**src/rtl/tt_sweep_capture.sv**
```systemverilog
// tt_sweep_capture
//   Sweeps all 16 input combinations of a 4-input gate under test, waits
//   SETTLE_CYCLES per row, samples the gate output, and assembles the captured
//   truth table (row 0 in the MSB, matching hex truth-table notation).
//
//   Optional feature macro: TT_SWEEP_COMPARE_EN
//     defined   -> match is registered in DONE as (tt == EXPECTED_TT)
//     undefined -> no compare logic, match is constant 0
//
//   Parameters:
//     SETTLE_CYCLES  wait cycles per row before sampling (0..255)
//     EXPECTED_TT    reference truth table for the compare
//
//   Ports:
//     clk       in   single clock, rising edge
//     rst_n     in   synchronous active-low reset
//     start     in   sweep request pulse (ignored while busy)
//     abort     in   cancels a running sweep, zeroes tt, no done
//     in_vec    out  [3:0] drive to gate; in_vec[3] -> _0 ... in_vec[0] -> _3
//     gate_out  in   gate under test output (_4)
//     busy      out  high while a sweep runs
//     done      out  one-cycle completion pulse
//     tt        out  [15:0] captured truth table, held in IDLE
//     match     out  tt equals EXPECTED_TT (feature macro only)
module tt_sweep_capture #(
   parameter int unsigned SETTLE_CYCLES = 2,
   parameter logic [15:0] EXPECTED_TT   = 16'h47FD
) (
   input  logic        clk,
   input  logic        rst_n,
   input  logic        start,
   input  logic        abort,
   output logic [3:0]  in_vec,
   input  logic        gate_out,
   output logic        busy,
   output logic        done,
   output logic [15:0] tt,
   output logic        match
);

   typedef enum logic [1:0] {IDLE, SETTLE, SAMPLE, DONE} state_t;

   // Last settle count value before moving to SAMPLE; unused when SETTLE_CYCLES=0.
   localparam logic [7:0] SETTLE_LAST = (SETTLE_CYCLES == 0) ? 8'd0 : 8'(SETTLE_CYCLES - 1);
   // Each row starts in SETTLE, or directly in SAMPLE when no settling is wanted.
   localparam state_t ROW_ENTRY = (SETTLE_CYCLES == 0) ? SAMPLE : SETTLE;

   state_t     state;
   logic [3:0] row;
   logic [7:0] settle_cnt;

`ifdef TT_SWEEP_COMPARE_EN
   logic match_q;
   assign match = match_q;
`else
   assign match = 1'b0;
`endif

   always_ff @(posedge clk) begin
      if (!rst_n) begin
         state      <= IDLE;
         row        <= '0;
         settle_cnt <= '0;
         in_vec     <= '0;
         busy       <= 1'b0;
         done       <= 1'b0;
         tt         <= '0;
`ifdef TT_SWEEP_COMPARE_EN
         match_q    <= 1'b0;
`endif
      end else begin
         done <= 1'b0;
         if (abort && state != IDLE) begin
            // Abort discards the partial sweep entirely, including the done of DONE.
            state      <= IDLE;
            row        <= '0;
            settle_cnt <= '0;
            in_vec     <= '0;
            busy       <= 1'b0;
            tt         <= '0;
`ifdef TT_SWEEP_COMPARE_EN
            match_q    <= 1'b0;
`endif
         end else begin
            case (state)
               IDLE: begin
                  // abort in the same cycle as start suppresses the sweep
                  if (start && !abort) begin
                     tt         <= '0;
                     row        <= '0;
                     settle_cnt <= '0;
                     in_vec     <= '0;
                     busy       <= 1'b1;
                     state      <= ROW_ENTRY;
`ifdef TT_SWEEP_COMPARE_EN
                     match_q    <= 1'b0;
`endif
                  end
               end
               SETTLE: begin
                  if (settle_cnt == SETTLE_LAST) begin
                     settle_cnt <= '0;
                     state      <= SAMPLE;
                  end else begin
                     settle_cnt <= settle_cnt + 8'd1;
                  end
               end
               SAMPLE: begin
                  tt[4'd15 - row] <= gate_out;
                  if (row == 4'd15) begin
                     in_vec <= '0;
                     state  <= DONE;
                  end else begin
                     row    <= row + 4'd1;
                     in_vec <= row + 4'd1;
                     state  <= ROW_ENTRY;
                  end
               end
               DONE: begin
                  done  <= 1'b1;
                  busy  <= 1'b0;
                  row   <= '0;
                  state <= IDLE;
`ifdef TT_SWEEP_COMPARE_EN
                  match_q <= (tt == EXPECTED_TT);
`endif
               end
               default: state <= IDLE;
            endcase
         end
      end
   end

endmodule

```
**config.mk**
```make
export PLATFORM = sky130hd
export DESIGN_NAME = tt_sweep_capture
export DESIGN_NICKNAME = d
export VERILOG_FILES = /design/src/rtl/tt_sweep_capture.sv
export SDC_FILE = /design/constraint.sdc
export NUM_CORES = 1
export LEC_CHECK = 0
export ABC_CLOCK_PERIOD_IN_PS = 1500
export BUFFER_PORTS_ARGS = -buffer_cell sky130_fd_sc_hd__buf_2
export CORE_UTILIZATION = 55
export CTS_CLUSTER_DIAMETER = 100
export DETAILED_ROUTE_END_ITERATION = 10
export GPL_TIMING_DRIVEN = 0
export PLACE_DENSITY = 0.78
export SLEW_MARGIN = 10
export SYNTH_ARGS = -nofsm -noshare
export SYNTH_HDL_FRONTEND = slang
export SYNTH_SLANG_ARGS = --single-unit
```
**constraint.sdc**
```tcl
create_clock -name clk -period 1.5 [get_ports clk]
set_input_delay 0.075 -clock clk [delete_from_list [all_inputs] [get_ports clk]]
set_output_delay 0.075 -clock clk [all_outputs]
set_load 0.02 [all_outputs]
```
======== Word level (Yosys, flattened, before mapping) ========
Cells that the tools add are included.
storage, ports and cells
  output and inout port bits .............. 23
  bits of input ports ..................... 5
  logic and storage cells ................. 57
  bits in registers ....................... 36
operators by class
  eq/ne operators ......................... 8
  bitwise gates (word level) .............. 1
  mux-type cells .......................... 20
  reduce and logical (&&, ||, !) cells .... 16
  $add $sub $neg .......................... 3
  order comparisons ....................... 2
operators by type and width
  kind                                                                    count
  16-bit case mux with 2 select lines                                     1
  16-bit bitwise mux                                                      1
  16-bit 2-to-1 mux                                                       1
  8-bit 2-to-1 mux                                                        2
  8-bit case mux with 2 select lines                                      1
  4-bit 2-to-1 mux                                                        3
  4-bit case mux with 3 select lines                                      1
  8-bit by 1-bit adder with 8-bit output (second input constant)          1
  8-bit by 1-bit equality test with 1-bit output (second input constant)  1
  2-bit case mux with 4 select lines                                      1
  4-bit case mux with 2 select lines                                      1
  2-bit AND reduction                                                     4
  2-bit nonzero test                                                      4
  2-bit 2-to-1 mux                                                        3
  2-bit inequality test (second input constant)                           3
  4-bit by 5-bit < comparator with 1-bit output (second input constant)   1
  4-bit by 1-bit adder with 4-bit output (second input constant)          1
  1-bit demux with 4-bit select                                           1
  2-bit equality test (second input constant)                             2
  4-bit equality test (second input constant)                             1
  4-bit by 1-bit >= comparator with 1-bit output (second input constant)  1
  4-bit subtractor (first input constant)                                 1
  1-bit logical AND                                                       3
  1-bit 2-to-1 mux                                                        3
  other kinds (8)                                                         8

======== Logic depth before layout (Yosys ltp) ========
  word-level depth ........................ 7
  gate-level depth with buffers ........... 6
  gate-level depth less buffers ........... 6

======== Worst setup path after synthesis ========
No wires, ideal clock.
  kind .................................... register to register
  start point ............................. reg row[0]
  end point ............................... reg row[3]
  path slack .............................. 0.244 ns
  setup time .............................. 0.116 ns
  required time ........................... 1.384 ns
  data arrival time ....................... 1.140 ns
  clock period less this slack ............ 1.256 ns
  buffers on the path ..................... 0
  stages on the path, launching flop included .. 5
  cells stage by stage .................... dfxtp_1 > ha_1 > and2_1 > a21o_1 > a31o_1
on the way
  word-level cells in the longest chain between the ends .. 3
  elaborated cells between the ends (all ways) .. 6
  classes of those cells .................. add/sub: 1; eq/ne: 2; mux: 2; reduce/logical: 1
ends and longest elaborated chain
  element                                                                               line      RTL
  start: declaration                                                                    49        logic [3:0] row;
  start signal: assignment                                                              114       row <= row + 4'd1;
  4-bit by 1-bit adder with 4-bit output / 4-bit equality test (equally long branches)  114, 110
  4-bit 2-to-1 mux / 2-bit inequality test (equally long branches)                      -
  4-bit case mux with 3 select lines / 3-bit AND reduction (equally long branches)      -
Parallel ways exist; a longest one is shown, timed or not. The select of a mux whose other input is x is not followed.
A chain may end at the register's enable or synchronous reset.

======== Worst setup path after layout ========
  start point ............................. reg settle_cnt[1]
  end point ............................... reg settle_cnt[7]
on the way
  word-level cells in the longest chain between the ends .. 3
  elaborated cells between the ends (all ways) .. 4
  classes of those cells .................. add/sub: 1; eq/ne: 1; mux: 2
ends and longest elaborated chain
  element                                                                                                          line      RTL
  start: declaration                                                                                               50        logic [7:0] settle_cnt;
  start signal: assignment                                                                                         105       settle_cnt <= settle_cnt + 8'd1;
  8-bit by 1-bit adder with 8-bit output / 8-bit by 1-bit equality test with 1-bit output (equally long branches)  105, 101
  8-bit 2-to-1 mux (*)                                                                                             101       if (settle_cnt == SETTLE_LAST) begin
  8-bit case mux with 2 select lines (*)                                                                           85        case (state)
Every way passes the cells marked *; elsewhere a longest branch is shown, timed or not.

==> metrics.txt <==
Critical R2R Launch settle_cnt[1]$_SDFFE_PP0P_; upper clock frequency limit 0.711 GHz; fraction of layout cells with a size suffix above 1 25.8%; start point of the critical path settle_cnt[1]$_SDFFE_PP0P_; count of final max-slew check failures 0; Min Clock Period, post-route 1.41 ns; Tightest Hold Check Type input port to register; commonest non-fill, non-tap cells in the layout dfxtp_1 (34), buf_2 (33), a21oi_1 (25), o211ai_1 (14); Worst Setup End Kind register; number of hold buffers added after cts 0; Final Power 1.90 mW; H-tree depth 2; NumNets Final 239; Gates resized, CTS repair 0; Syn Inst Count 196; Port Buffers 25; netlist area before placement 1730 um2; GRT Total Usage 25.7%; post-synthesis register bit count 36; mean post-synth cell area 8.83 um2; number of buffers created by CTS 5; startpoint types register; Chip Width 58.1 um; pre-CTS worst setup slack 0.0441 ns; antenna violations before repair 0; fin cells 271; number of distinct library cells after synthesis 41; DRC violations left 0; routed wire length 4.00 mm; buffer depth of the longest clock path 2; endpoint of the worst hold-timing path tt[10]$_SDFFE_PP0P_; Worst-path clk slew 0.11 ns; maximum fanout along the worst path 6; minimum setup slack in the final design 0.0943 ns; worst setup slack for register-to-register paths 0.09 ns; Worst Path Required 1.74 ns; result of the run completed; hold slack 0.103 ns; share of async-settable or async-resettable flops after synthesis 0%; number of synthesized flops with an enable pin 0; arrival time at the worst endpoint 1.64 ns; iteration-0 DRC count of the detailed router 103; Area growth syn-to-layout 16.3%; synth warn 0; number of diodes 0; cell depth of the worst flop-to-flop path 6; leakage power figure 0.794 nW; Starting Density 60.2%; number of core rows 19; wire length per cell after detailed routing 14.7 um; Vias 1607; Syn Nets 207; hold wc startpoint gate_out; count of antenna-violating nets left after detailed routing 0; via count normalized by instance count 5.93; max-cap violations 0; aggregate negative setup slack 0 ns; endpoint of the lowest-slack register-to-register path settle_cnt[7]$_SDFFE_PP0P_; gp weighted congestion 0.866; Finish-stage setup viols 0; clock skew after layout 0.00633 ns; areal power density over the cells 944 nW/um2; leading cell type in the layout, fill and taps excluded dfxtp_1; first-pass GRT wire length 6.50 mm; Die Ht 58.1 um; insertion delay of the later-clocked pin in the worst-skew pair 0.34 ns; dominant synthesized flop cell dfxtp_1; worst hold stages 3; Crit Path Class register to register; Layout fillers 246; clk sink count 36; cell chosen for the clock root clkbuf_4; Core ar. 2880 um2; TritonCTS clock tree done; placed instance count 263; final hold viol count 0; number of top-level pins 28; sequential-to-total area share from yosys stat 41.6%; final HPWL from detailed placement 2.86 mm; via count of the first global-routing pass 1426; # Post-CTS Setup Buffers 0; area of the die 3370 um2; grt total ovfl 0; share of the clock period used by the worst path after layout 93.7%; length of the first detailed-routing pass in iterations 4; largest net degree at the start of global routing 13; peak supply drop 0.000736 V
[metrics by stage]
stage	instance area (um2)	util, %
after floorplan	1730	-
after global placement	1910	66.3
after detailed placement	1910	66.3
after CTS	1990	69.1
after global routing	2010	69.9
final	2010	69.9
[worst max-delay path by stage]
stage                                       to  slack, ns  cells after the start
floorplan                  row[3]$_SDFFE_PP0P_       0.24                      4
global placement            tt[0]$_SDFFE_PP0P_       0.09                      5
detailed placement          tt[0]$_SDFFE_PP0P_       0.04                      5
CTS                         tt[0]$_SDFFE_PP0P_       0.02                      5
global route                tt[0]$_SDFFE_PP0P_    -0.0005                      5
finish              settle_cnt[7]$_SDFFE_PP0P_       0.09                      6
[cells in the mapped netlist, types with 3 or more instances]
cell type / number / area (um2)
nand4_1: 12 / 75.1
ha_1: 6 / 75.1
xor2_1: 7 / 61.3
dfxtp_1: 36 / 721
o311ai_1: 4 / 35.0
nand3_1: 7 / 35.0
nand2_1: 13 / 48.8
nor2_1: 13 / 48.8
a21oi_1: 25 / 125
nand2b_1: 4 / 25.0
and2_1: 3 / 18.8
o211ai_1: 14 / 105
inv_1: 5 / 18.8
nor2b_1: 4 / 25.0
buf_2: 8 / 40.0
o21ai_1: 3 / 15.0
[state kept, by name, summed over array words and instances (netlist names)]
signal and count:
busy 1, in_vec 4, tt 16, row 4, state 2, done 1
settle_cnt 8
[power by group]
part | switching [mW] | internal [mW]
combinational | 0.156 | 0.0709
sequential | 0.0147 | 0.972
clock | 0.337 | 0.347
total | 0.508 | 1.39
[cells by family (layout without fill, tap and decap cells)]
kind of cell,after synthesis,count (layout),synth area share (%)
other,1,1,0.217
buffers and inverters,19,52,5.57
AND/OR/NAND/NOR,66,66,20.8
flip-flops,36,36,41.6
adder cells (fa/ha/maj),6,6,4.34
XOR/XNOR,7,7,3.54
multiplexers,1,1,0.578
AO/OA/AOI/OAI,60,60,23.3
[critical path, stage by stage (launching register included)]
cell and delay, ns:
dfxtp_1 0.35, inv_1 0.06, ha_1 0.14, nor4b_2 0.25, nand2_1 0.15, o211ai_4 0.26
nor2_1 0.09
[layout make-up]
type,count,area [um2],share of cell area [%]
clock inverters,3,42.5,2.11
plain buffers,13,73.8,3.67
multi-input cells,141,935,46.5
repair buffers,25,125,6.22
flip-flops and latches,36,723,35.9
inverters,6,22.5,1.12
clock buffers,5,37.5,1.87
well taps,42,52.6,2.61
[layer usage]
layer	share of wire [%]	vias up	GRT usage, %	wire (um)
met5	0	-	0	0
met4	1.5	0	10.5	60
met3	6.0	8	6.92	238
met2	46	62	38.9	1850
met1	46	755	34.8	1840
li1	-	782	-	-
Power figures use the tool's default switching activity.
